--- src/rtl/lfsr_pkg.sv ---
// Shared types and constants for the round-robin LFSR scheduler.
// Tap masks follow the XAPP052 maximal-length table, bit (t-1) set for tap t.
package lfsr_pkg;

  typedef enum logic [1:0] {IDLE, RUN, DONE} sched_state_t;

  localparam int LFSR_RESET_VAL = 1;

  function automatic logic [31:0] tap_bit(input int t);
    return 32'h1 << (t - 1);
  endfunction

  function automatic logic [31:0] lfsr_taps(input int n);
    case (n)
      3:       return tap_bit(3)  | tap_bit(2);
      4:       return tap_bit(4)  | tap_bit(3);
      5:       return tap_bit(5)  | tap_bit(3);
      6:       return tap_bit(6)  | tap_bit(5);
      7:       return tap_bit(7)  | tap_bit(6);
      8:       return tap_bit(8)  | tap_bit(6)  | tap_bit(5)  | tap_bit(4);
      9:       return tap_bit(9)  | tap_bit(5);
      10:      return tap_bit(10) | tap_bit(7);
      11:      return tap_bit(11) | tap_bit(9);
      12:      return tap_bit(12) | tap_bit(6)  | tap_bit(4)  | tap_bit(1);
      13:      return tap_bit(13) | tap_bit(4)  | tap_bit(3)  | tap_bit(1);
      14:      return tap_bit(14) | tap_bit(5)  | tap_bit(3)  | tap_bit(1);
      15:      return tap_bit(15) | tap_bit(14);
      16:      return tap_bit(16) | tap_bit(15) | tap_bit(13) | tap_bit(4);
      17:      return tap_bit(17) | tap_bit(14);
      18:      return tap_bit(18) | tap_bit(11);
      19:      return tap_bit(19) | tap_bit(6)  | tap_bit(2)  | tap_bit(1);
      20:      return tap_bit(20) | tap_bit(17);
      21:      return tap_bit(21) | tap_bit(19);
      22:      return tap_bit(22) | tap_bit(21);
      23:      return tap_bit(23) | tap_bit(18);
      24:      return tap_bit(24) | tap_bit(23) | tap_bit(22) | tap_bit(17);
      25:      return tap_bit(25) | tap_bit(22);
      26:      return tap_bit(26) | tap_bit(6)  | tap_bit(2)  | tap_bit(1);
      27:      return tap_bit(27) | tap_bit(5)  | tap_bit(2)  | tap_bit(1);
      28:      return tap_bit(28) | tap_bit(25);
      29:      return tap_bit(29) | tap_bit(27);
      30:      return tap_bit(30) | tap_bit(6)  | tap_bit(4)  | tap_bit(1);
      31:      return tap_bit(31) | tap_bit(28);
      32:      return tap_bit(32) | tap_bit(22) | tap_bit(2)  | tap_bit(1);
      default: return '0;
    endcase
  endfunction

endpackage

--- src/rtl/lfsr_step.sv ---
// N-bit XNOR-feedback LFSR register: shifts left, new LSB is XNOR of the taps.
// The all-ones state is the lock-up state; callers must never load it.
module lfsr_step
  import lfsr_pkg::*;
#(
  parameter int N = 16
) (
  input  logic         clk,
  input  logic         rst,
  input  logic         en,
  input  logic         load,
  input  logic [N-1:0] load_val,
  output logic [N-1:0] q
);

  localparam logic [N-1:0] TAP_MASK = N'(lfsr_taps(N));

  logic fb;
  assign fb = ~^(q & TAP_MASK);

  // NOTE: sequential state is written with <= only, so every register
  // samples the pre-edge values regardless of statement order.
  always_ff @(posedge clk) begin
    if (rst)       q <= N'(LFSR_RESET_VAL);
    else if (load) q <= load_val;
    else if (en)   q <= {q[N-2:0], fb};
  end

endmodule

--- src/rtl/lfsr_rr_sched.sv ---
// Round-robin scheduler sharing one LFSR among REQ burst requesters.
// Optional LFSR_SCHED_STATS_EN adds a 32-bit accepted-word counter output.
module lfsr_rr_sched
  import lfsr_pkg::*;
#(
  parameter int N     = 16,
  parameter int REQ   = 4,
  parameter int CNT_W = 8
) (
  input  logic                 clk,
  input  logic                 rst,
  input  logic [REQ-1:0]       req,
  input  logic [REQ*CNT_W-1:0] len,
  input  logic                 seed_load,
  input  logic [N-1:0]         seed,
  input  logic                 data_ready,
  output logic [REQ-1:0]       gnt,
  output logic                 data_valid,
  output logic [N-1:0]         data,
  output logic [REQ-1:0]       done,
  output logic                 busy
`ifdef LFSR_SCHED_STATS_EN
  ,
  output logic [31:0]          words_total
`endif
);

  localparam int IW = $clog2(REQ);

  sched_state_t     state;
  logic [IW-1:0]    ptr, cur, sel, cand;
  logic [CNT_W-1:0] remaining, sel_len;
  logic             handshake, lfsr_load;
  logic [N-1:0]     load_val;

  assign handshake = data_valid & data_ready;
  assign lfsr_load = (state == IDLE) & seed_load;
  // An all-ones seed would lock the generator up, so it is replaced.
  assign load_val  = (&seed) ? N'(LFSR_RESET_VAL) : seed;

  // NOTE: every variable gets a default before the loop so no path leaves
  // it unassigned, which would otherwise infer a latch.
  always_comb begin
    sel     = '0;
    cand    = '0;
    sel_len = '0;
    // Scan downward so the requester closest after ptr is written last.
    for (int i = REQ; i >= 1; i--) begin
      cand = IW'((int'(ptr) + i) % REQ);
      if (req[cand]) sel = cand;
    end
    for (int k = 0; k < REQ; k++) begin
      if (IW'(k) == sel) sel_len = len[k*CNT_W +: CNT_W];
    end
  end

  lfsr_step #(.N(N)) u_lfsr (
    .clk      (clk),
    .rst      (rst),
    .en       (handshake),
    .load     (lfsr_load),
    .load_val (load_val),
    .q        (data)
  );

  always_ff @(posedge clk) begin
    if (rst) begin
      state      <= IDLE;
      ptr        <= IW'(REQ - 1);
      cur        <= '0;
      remaining  <= '0;
      gnt        <= '0;
      data_valid <= 1'b0;
      done       <= '0;
      busy       <= 1'b0;
    end else begin
      case (state)
        IDLE: begin
          if (!seed_load && |req) begin
            cur       <= sel;
            remaining <= sel_len;
            busy      <= 1'b1;
            if (sel_len == '0) begin
              state <= DONE;
              done  <= REQ'(1) << sel;
            end else begin
              state      <= RUN;
              gnt        <= REQ'(1) << sel;
              data_valid <= 1'b1;
            end
          end
        end
        RUN: begin
          if (!req[cur]) begin
            // Abort: the LFSR still steps on a same-cycle handshake.
            state      <= IDLE;
            ptr        <= cur;
            gnt        <= '0;
            data_valid <= 1'b0;
            busy       <= 1'b0;
          end else if (handshake) begin
            remaining <= remaining - CNT_W'(1);
            if (remaining == CNT_W'(1)) begin
              state      <= DONE;
              gnt        <= '0;
              data_valid <= 1'b0;
              done       <= REQ'(1) << cur;
            end
          end
        end
        DONE: begin
          state <= IDLE;
          ptr   <= cur;
          done  <= '0;
          busy  <= 1'b0;
        end
        default: state <= IDLE;
      endcase
    end
  end

`ifdef LFSR_SCHED_STATS_EN
  always_ff @(posedge clk) begin
    if (rst)            words_total <= '0;
    else if (handshake) words_total <= words_total + 32'd1;
  end
`endif

endmodule

--- config.mk ---
export PLATFORM = sky130hd
export DESIGN_NAME = lfsr_rr_sched
export DESIGN_NICKNAME = d
export VERILOG_FILES = /design/src/rtl/lfsr_pkg.sv /design/src/rtl/lfsr_step.sv /design/src/rtl/lfsr_rr_sched.sv
export SDC_FILE = /design/constraint.sdc
export NUM_CORES = 1
export LEC_CHECK = 0
export BUFFER_PORTS_ARGS = -buffer_cell sky130_fd_sc_hd__buf_2
export CAP_MARGIN = 20
export CORE_MARGIN = 1
export CORE_UTILIZATION = 54
export DETAILED_ROUTE_END_ITERATION = 10
export GPL_ROUTABILITY_DRIVEN = 0
export PLACE_DENSITY = 0.95
export SYNTH_ARGS = -nofsm -noshare
export SYNTH_HDL_FRONTEND = slang
export SYNTH_SLANG_ARGS = --single-unit
--- constraint.sdc ---
create_clock -name clk -period 6.87 [get_ports clk]
set_clock_uncertainty 0.15 [all_clocks]
set_input_delay 0.687 -clock clk [delete_from_list [all_inputs] [get_ports clk]]
set_output_delay 0.687 -clock clk [all_outputs]
set_load 0.02 [all_outputs]
Yosys cells after proc, flatten, opt, wreduce, memory -nomap -nowiden
Index checks and enable logic that the tools add are counted.
{ "totals": {"romBits": 0, "n_memories": 0, "latch_bits": 0, "mem_bits_rw": 0, "in_bits": 56, "output_inout_bits": 26, "register_bits": 40, "wordCells": 111} }
{ "classes": {"n_reduce_logical": 19, "order_cmp": 5, "n_eq_ne": 15, "shifts": 2, "n_mux": 54, "addsub": 5, "n_bitwise": 2, "n_mul": 0, "div_mod_pow": 0} }
{ "ops": {"columns": ["op", "n"], "rows": [
  ["$mux W8", 7],
  ["$mux W16", 3],
  ["$mux W4", 10],
  ["$mux W2", 10],
  ["$pmux W8 S2", 1],
  ["$reduce_and A16 Y1", 1],
  ["$reduce_xnor A16 Y1", 1],
  ["$lt A2 B3 Y1 const B", 5],
  ["$mux W1", 12],
  ["$pmux W4 S3", 1],
  ["$bmux W1 S2", 5],
  ["$ne A2 B2 Y1 const B", 5],
  ["$eq A8 B1 Y1 const B", 1],
  ["$logic_not A8 Y1", 1],
  ["$pmux W2 S2", 2],
  ["$pmux W4 S2", 1],
  ["$shl A1 B2 Y4 const A", 2],
  ["$sub A8 B1 Y8 const B", 1],
  ["$ne A3 B3 Y1 const B", 2],
  ["$reduce_and A3 Y1", 2],
  ["$reduce_and A6 Y1", 1],
  ["$reduce_bool A2 Y1", 3],
  ["$reduce_and A5 Y1", 1],
  ["$add A2 B1 Y2 const B", 2],
  ["other kinds (16)", 22]
]} }

Longest topological paths before layout
{ "logic_depth": {"depth_word": 16, "ltp_mapped": 9} }

By module
Synthesis repeated with hierarchy kept, for this count alone.
{ "unflattened": {"cells_unflattened": 333, "hier_area_um2": 2869.0} }
{ "modules_own_cells": {"columns": ["mod", "cells_per_inst", "instances", "area_per_inst_um2", "seq_area_each_um2"], "rows": [
  ["lfsr_rr_sched", 259, 1, 2037.0, 480.5],
  ["lfsr_step", 74, 1, 832.0, 320.3]
]} }

Least setup slack after synthesis
Ideal clock, no wire load.
{ "synth_timing": {"kind": "input port to flip-flop", "from": "input req[0]", "to": "register gnt[2]", "path_buffers": 1, "slack_ps": 4048, "arrival_ps": 2555, "setup_ps": 117, "stages": 9, "t_required_ps": 6603, "cell_sequence": "a21o_1 > a31oi_4 > buf_6 > mux2i_1 > mux2i_1 > nor4_1 > nand2_1 > and4_4 > a32o_1"} }
{ "synth_between": {"elab_chain_cells": 14, "elab_cells_between_ends": 35, "cone_classes": "eq/ne: 7; shift: 1; mux: 22; reduce/logical: 5"} }
{ "synth_lines": {"columns": ["item", "line", "text"], "rows": [
  ["from (decl)", "lfsr_rr_sched.sv:12", "input logic [REQ-1:0] req,"],
  ["$bmux W1 S2", "lfsr_rr_sched.sv:50", "if (req[cand]) sel = cand;"],
  ["$mux W1 (implied by the code)", "lfsr_rr_sched.sv:50", null],
  ["$mux W2 (4 in series)", "lfsr_rr_sched.sv:50", null],
  ["$logic_not A2 Y1", "lfsr_rr_sched.sv:53", "if (IW'(k) == sel) sel_len = len[k*CNT_W +: CNT_W];"],
  ["$mux W8 (4 in series)", "lfsr_rr_sched.sv:53", null],
  ["$logic_not A8 Y1", "lfsr_rr_sched.sv:83", "if (sel_len == '0) begin"],
  ["$ne A2 B2 Y1 (no line)", null, null],
  ["$reduce_and A5 Y1 (no line)", null, null],
  ["to (signal assigned)", "lfsr_rr_sched.sv:88", "gnt <= REQ'(1) << sel;"],
  ["to (decl)", "lfsr_rr_sched.sv:17", "output logic [REQ-1:0] gnt,"]
]} }
Parallel ways exist; a longest one is shown, timed or not. The select of a mux whose other input is x is not followed.
A chain may end at the register's enable or synchronous reset.

Worst setup path in the final report
Same ends and word-level chain as after synthesis.

==> reports/metrics.csv <==
metric;value;unit
status;finished, final reports clean;
fp.dieW;69.3;um
final.min_clock_period;3380;ps
ctsHoldBuffers;0;
ctsResizeCount;0;
synth_seq_area_share;32.7;%
slew-limit-headroom;36.2;%
setup_slack;3490;ps
cp_data_arrival_time;3420;ps
grt.overflow.total;0;
hold_violations;0;
maximum_operating_frequency;296;MHz
post-dp-hpwl;4.75;mm
yosysWarnings;0;
place_worst_setup_slack;3260;ps
cts.root.buffer_cell;sky130_fd_sc_hd__clkbuf_8;
worstSetupStartpointType;primary input;
r2r_start;ptr[1]$_SDFFE_PP1P_;
fill_cells;343;
yosysUniqueCellTypes;43;
final_min_period_over_clock_period;49.2;%
gr-usage-all-layers;28.2;%
power.leakage;1.29;nW
fin_setup_tns;0;ps
mappedNetlistArea;0.00245;sq mm
sequential_cell_area;801;sq um
postSynth.asyncResetShare;0;%
detail_route.iter0.violations;221;
core_area;0.00435;sq mm
wirelength;6.40;mm
fin_cells;438;
vdd_drop_max;171;uV
clk-insertion-delay-late;290;ps
ys_seq_elements;40;
grt_first_pass_wirelength;11.2;mm
dieArea;0.00481;sq mm
synth_ff_type;sky130_fd_sc_hd__dfxtp_1;
clkSinkCount;40;
mean_instance_size_in_the_synthesized_netlist;7.75;sq um
syn_to_final_growth;19.2;%
worst-r2r-cell-count;8;
cts-htree-levels;2;
synth.net_count;377;
critical_path_fanouts_max;24;
synth_cells;316;
antenna_violating_nets_post_route;0;
worst_slew_pin_slew;954;ps
post_cts_buffers;0;
final_net_count;446;
clk_path_buf_depth;2;
number_of_antenna_violations_at_the_first_check_in_global_routing;0;
postLayoutCellArea;0.00292;sq mm
worst_setup_path_end_kind;flop;
power-per-cell-area;393;mW/mm^2
max_slew_violations;0;
place_inst;430;
vias;2586;
clock_tree_from_tritoncts;built;
worstHoldPathCells;2;
synth_edf_count;0;
min_delay_path_class;reg -> reg;
placement_rows;24;
worstSetupPathType;in -> reg;
clkTransAtPathRegs;80;ps
whs;313;ps
drv_cap;0;
io_buffer_count;81;
multiInputGateArea;0.00151;sq mm
startpoint;req[0];
dpl-instance-area;0.00283;sq mm
grt_start_max_net_pins;34;
cts_buffers;5;
post-route-util;67.0;%
ios;82;
rsz_0062_raised_after_global_routing;false;
worstPathRequired;6910;ps
die_height;69.3;um
first_global_vias;2582;
start_point_of_the_worst_min_delay_path;done[3]$_SDFFE_PP0P_;
start_util;56.2;%
drive_gt1_share;24.6;%
fin_total_pwr;1.15;mW
route.detailed.vias_per_inst;5.90;
setup_violations_final;0;
drt_pass1_iterations;4;
diodes;0;
avg_wl_per_cell;14.6;um
post-route-drc-count;0;
kinds of logic after synthesis:
group           synth area share [%]
simple gates                    22.8
compound gates                  22.0
flops                           32.7
buf+inv                         5.57
mux                             13.2
fa+ha+maj                       2.55
xor+xnor                        1.07
worst max-delay path: stages:
cell and delay [ps]:
sky130_fd_sc_hd__buf_2 130, sky130_fd_sc_hd__a21o_1 200, sky130_fd_sc_hd__a31oi_4 710, sky130_fd_sc_hd__mux2i_1 290
sky130_fd_sc_hd__mux2i_1 120, sky130_fd_sc_hd__nor4_1 450, sky130_fd_sc_hd__nand2_1 280, sky130_fd_sc_hd__and4_4 280
sky130_fd_sc_hd__a32o_1 260
worst paths after layout:
path | to | slack (ps)
worst max-delay path | gnt[2]$_SDFFE_PP0P_ | 3490
worst min-delay path | done[3]$_SDFFE_PP0P_ | 310
worst max register to register | gnt[2]$_SDFFE_PP0P_ | 3560
worst min register to register | done[3]$_SDFFE_PP0P_ | 310
cell type report:
class,count,share of cell area (%)
clock buffer,5,2.36
clock inverter,3,0.643
inverter,13,1.67
multi-input combinational,244,51.8
sequential,40,27.4
tap,52,2.23
timing repair buffer,81,13.9
synthesized netlist by cell type (5+ instances only):
cell type	number	area, sq um
sky130_fd_sc_hd__ha_1	5	62.6
sky130_fd_sc_hd__nand2b_1	8	50.1
sky130_fd_sc_hd__inv_1	13	48.8
sky130_fd_sc_hd__nor2_1	28	105
sky130_fd_sc_hd__nand3_1	10	50.1
sky130_fd_sc_hd__clkbuf_1	16	60.1
sky130_fd_sc_hd__mux2i_1	29	290
sky130_fd_sc_hd__dfxtp_1	40	801
sky130_fd_sc_hd__a21oi_1	38	190
sky130_fd_sc_hd__nand2_1	57	214
sky130_fd_sc_hd__o21ai_0	9	45.0
sky130_fd_sc_hd__a211oi_1	12	90.1
report_power, final:
part / total [mW] / internal [mW] / switching, mW
Combinational: 0.632 / 0.248 / 0.384
Clock: 0.156 / 0.0708 / 0.0850
Sequential: 0.358 / 0.300 / 0.0585
cells in the final DEF, fill, tap and decap left out, types with 3 or more instances in the layout:
cell type | netlist | routed
sky130_fd_sc_hd__buf_2 | 1 | 81
sky130_fd_sc_hd__nand2_1 | 57 | 57
sky130_fd_sc_hd__dfxtp_1 | 40 | 40
sky130_fd_sc_hd__a21oi_1 | 38 | 38
sky130_fd_sc_hd__mux2i_1 | 29 | 29
sky130_fd_sc_hd__nor2_1 | 28 | 28
sky130_fd_sc_hd__inv_1 | 13 | 13
sky130_fd_sc_hd__a211oi_1 | 12 | 12
sky130_fd_sc_hd__nand3_1 | 10 | 10
sky130_fd_sc_hd__o21ai_0 | 9 | 9
sky130_fd_sc_hd__nand2b_1 | 8 | 8
sky130_fd_sc_hd__ha_1 | 5 | 5
sky130_fd_sc_hd__clkbuf_8 | 0 | 5
sky130_fd_sc_hd__nand4_1 | 4 | 4
sky130_fd_sc_hd__nand3b_1 | 4 | 4
sky130_fd_sc_hd__o22ai_1 | 4 | 4
sky130_fd_sc_hd__nor4_1 | 3 | 3
sky130_fd_sc_hd__a22oi_1 | 3 | 3
per-layer routing:
metal / GRT usage (%) / vias to the layer above / share of wire [%] / routed length (um)
li1: - / 1255 / - / -
met1: 33.0 / 1215 / 40 / 2550
met2: 48.3 / 96 / 52 / 3310
met3: 5.81 / 20 / 5.7 / 364
met4: 14.7 / 0 / 2.8 / 177
met5: 0 / - / 0 / 0
registers in the layout, summed over array words and instances, names as in the netlist:
| signal | flops |
|---|---|
| ptr | 2 |
| done | 4 |
| busy | 1 |
| cur | 2 |
| state | 2 |
| u_lfsr.q | 16 |
| remaining | 8 |
| data_valid | 1 |
| gnt | 4 |
No activity file was read; power rests on OpenSTA's default activity.
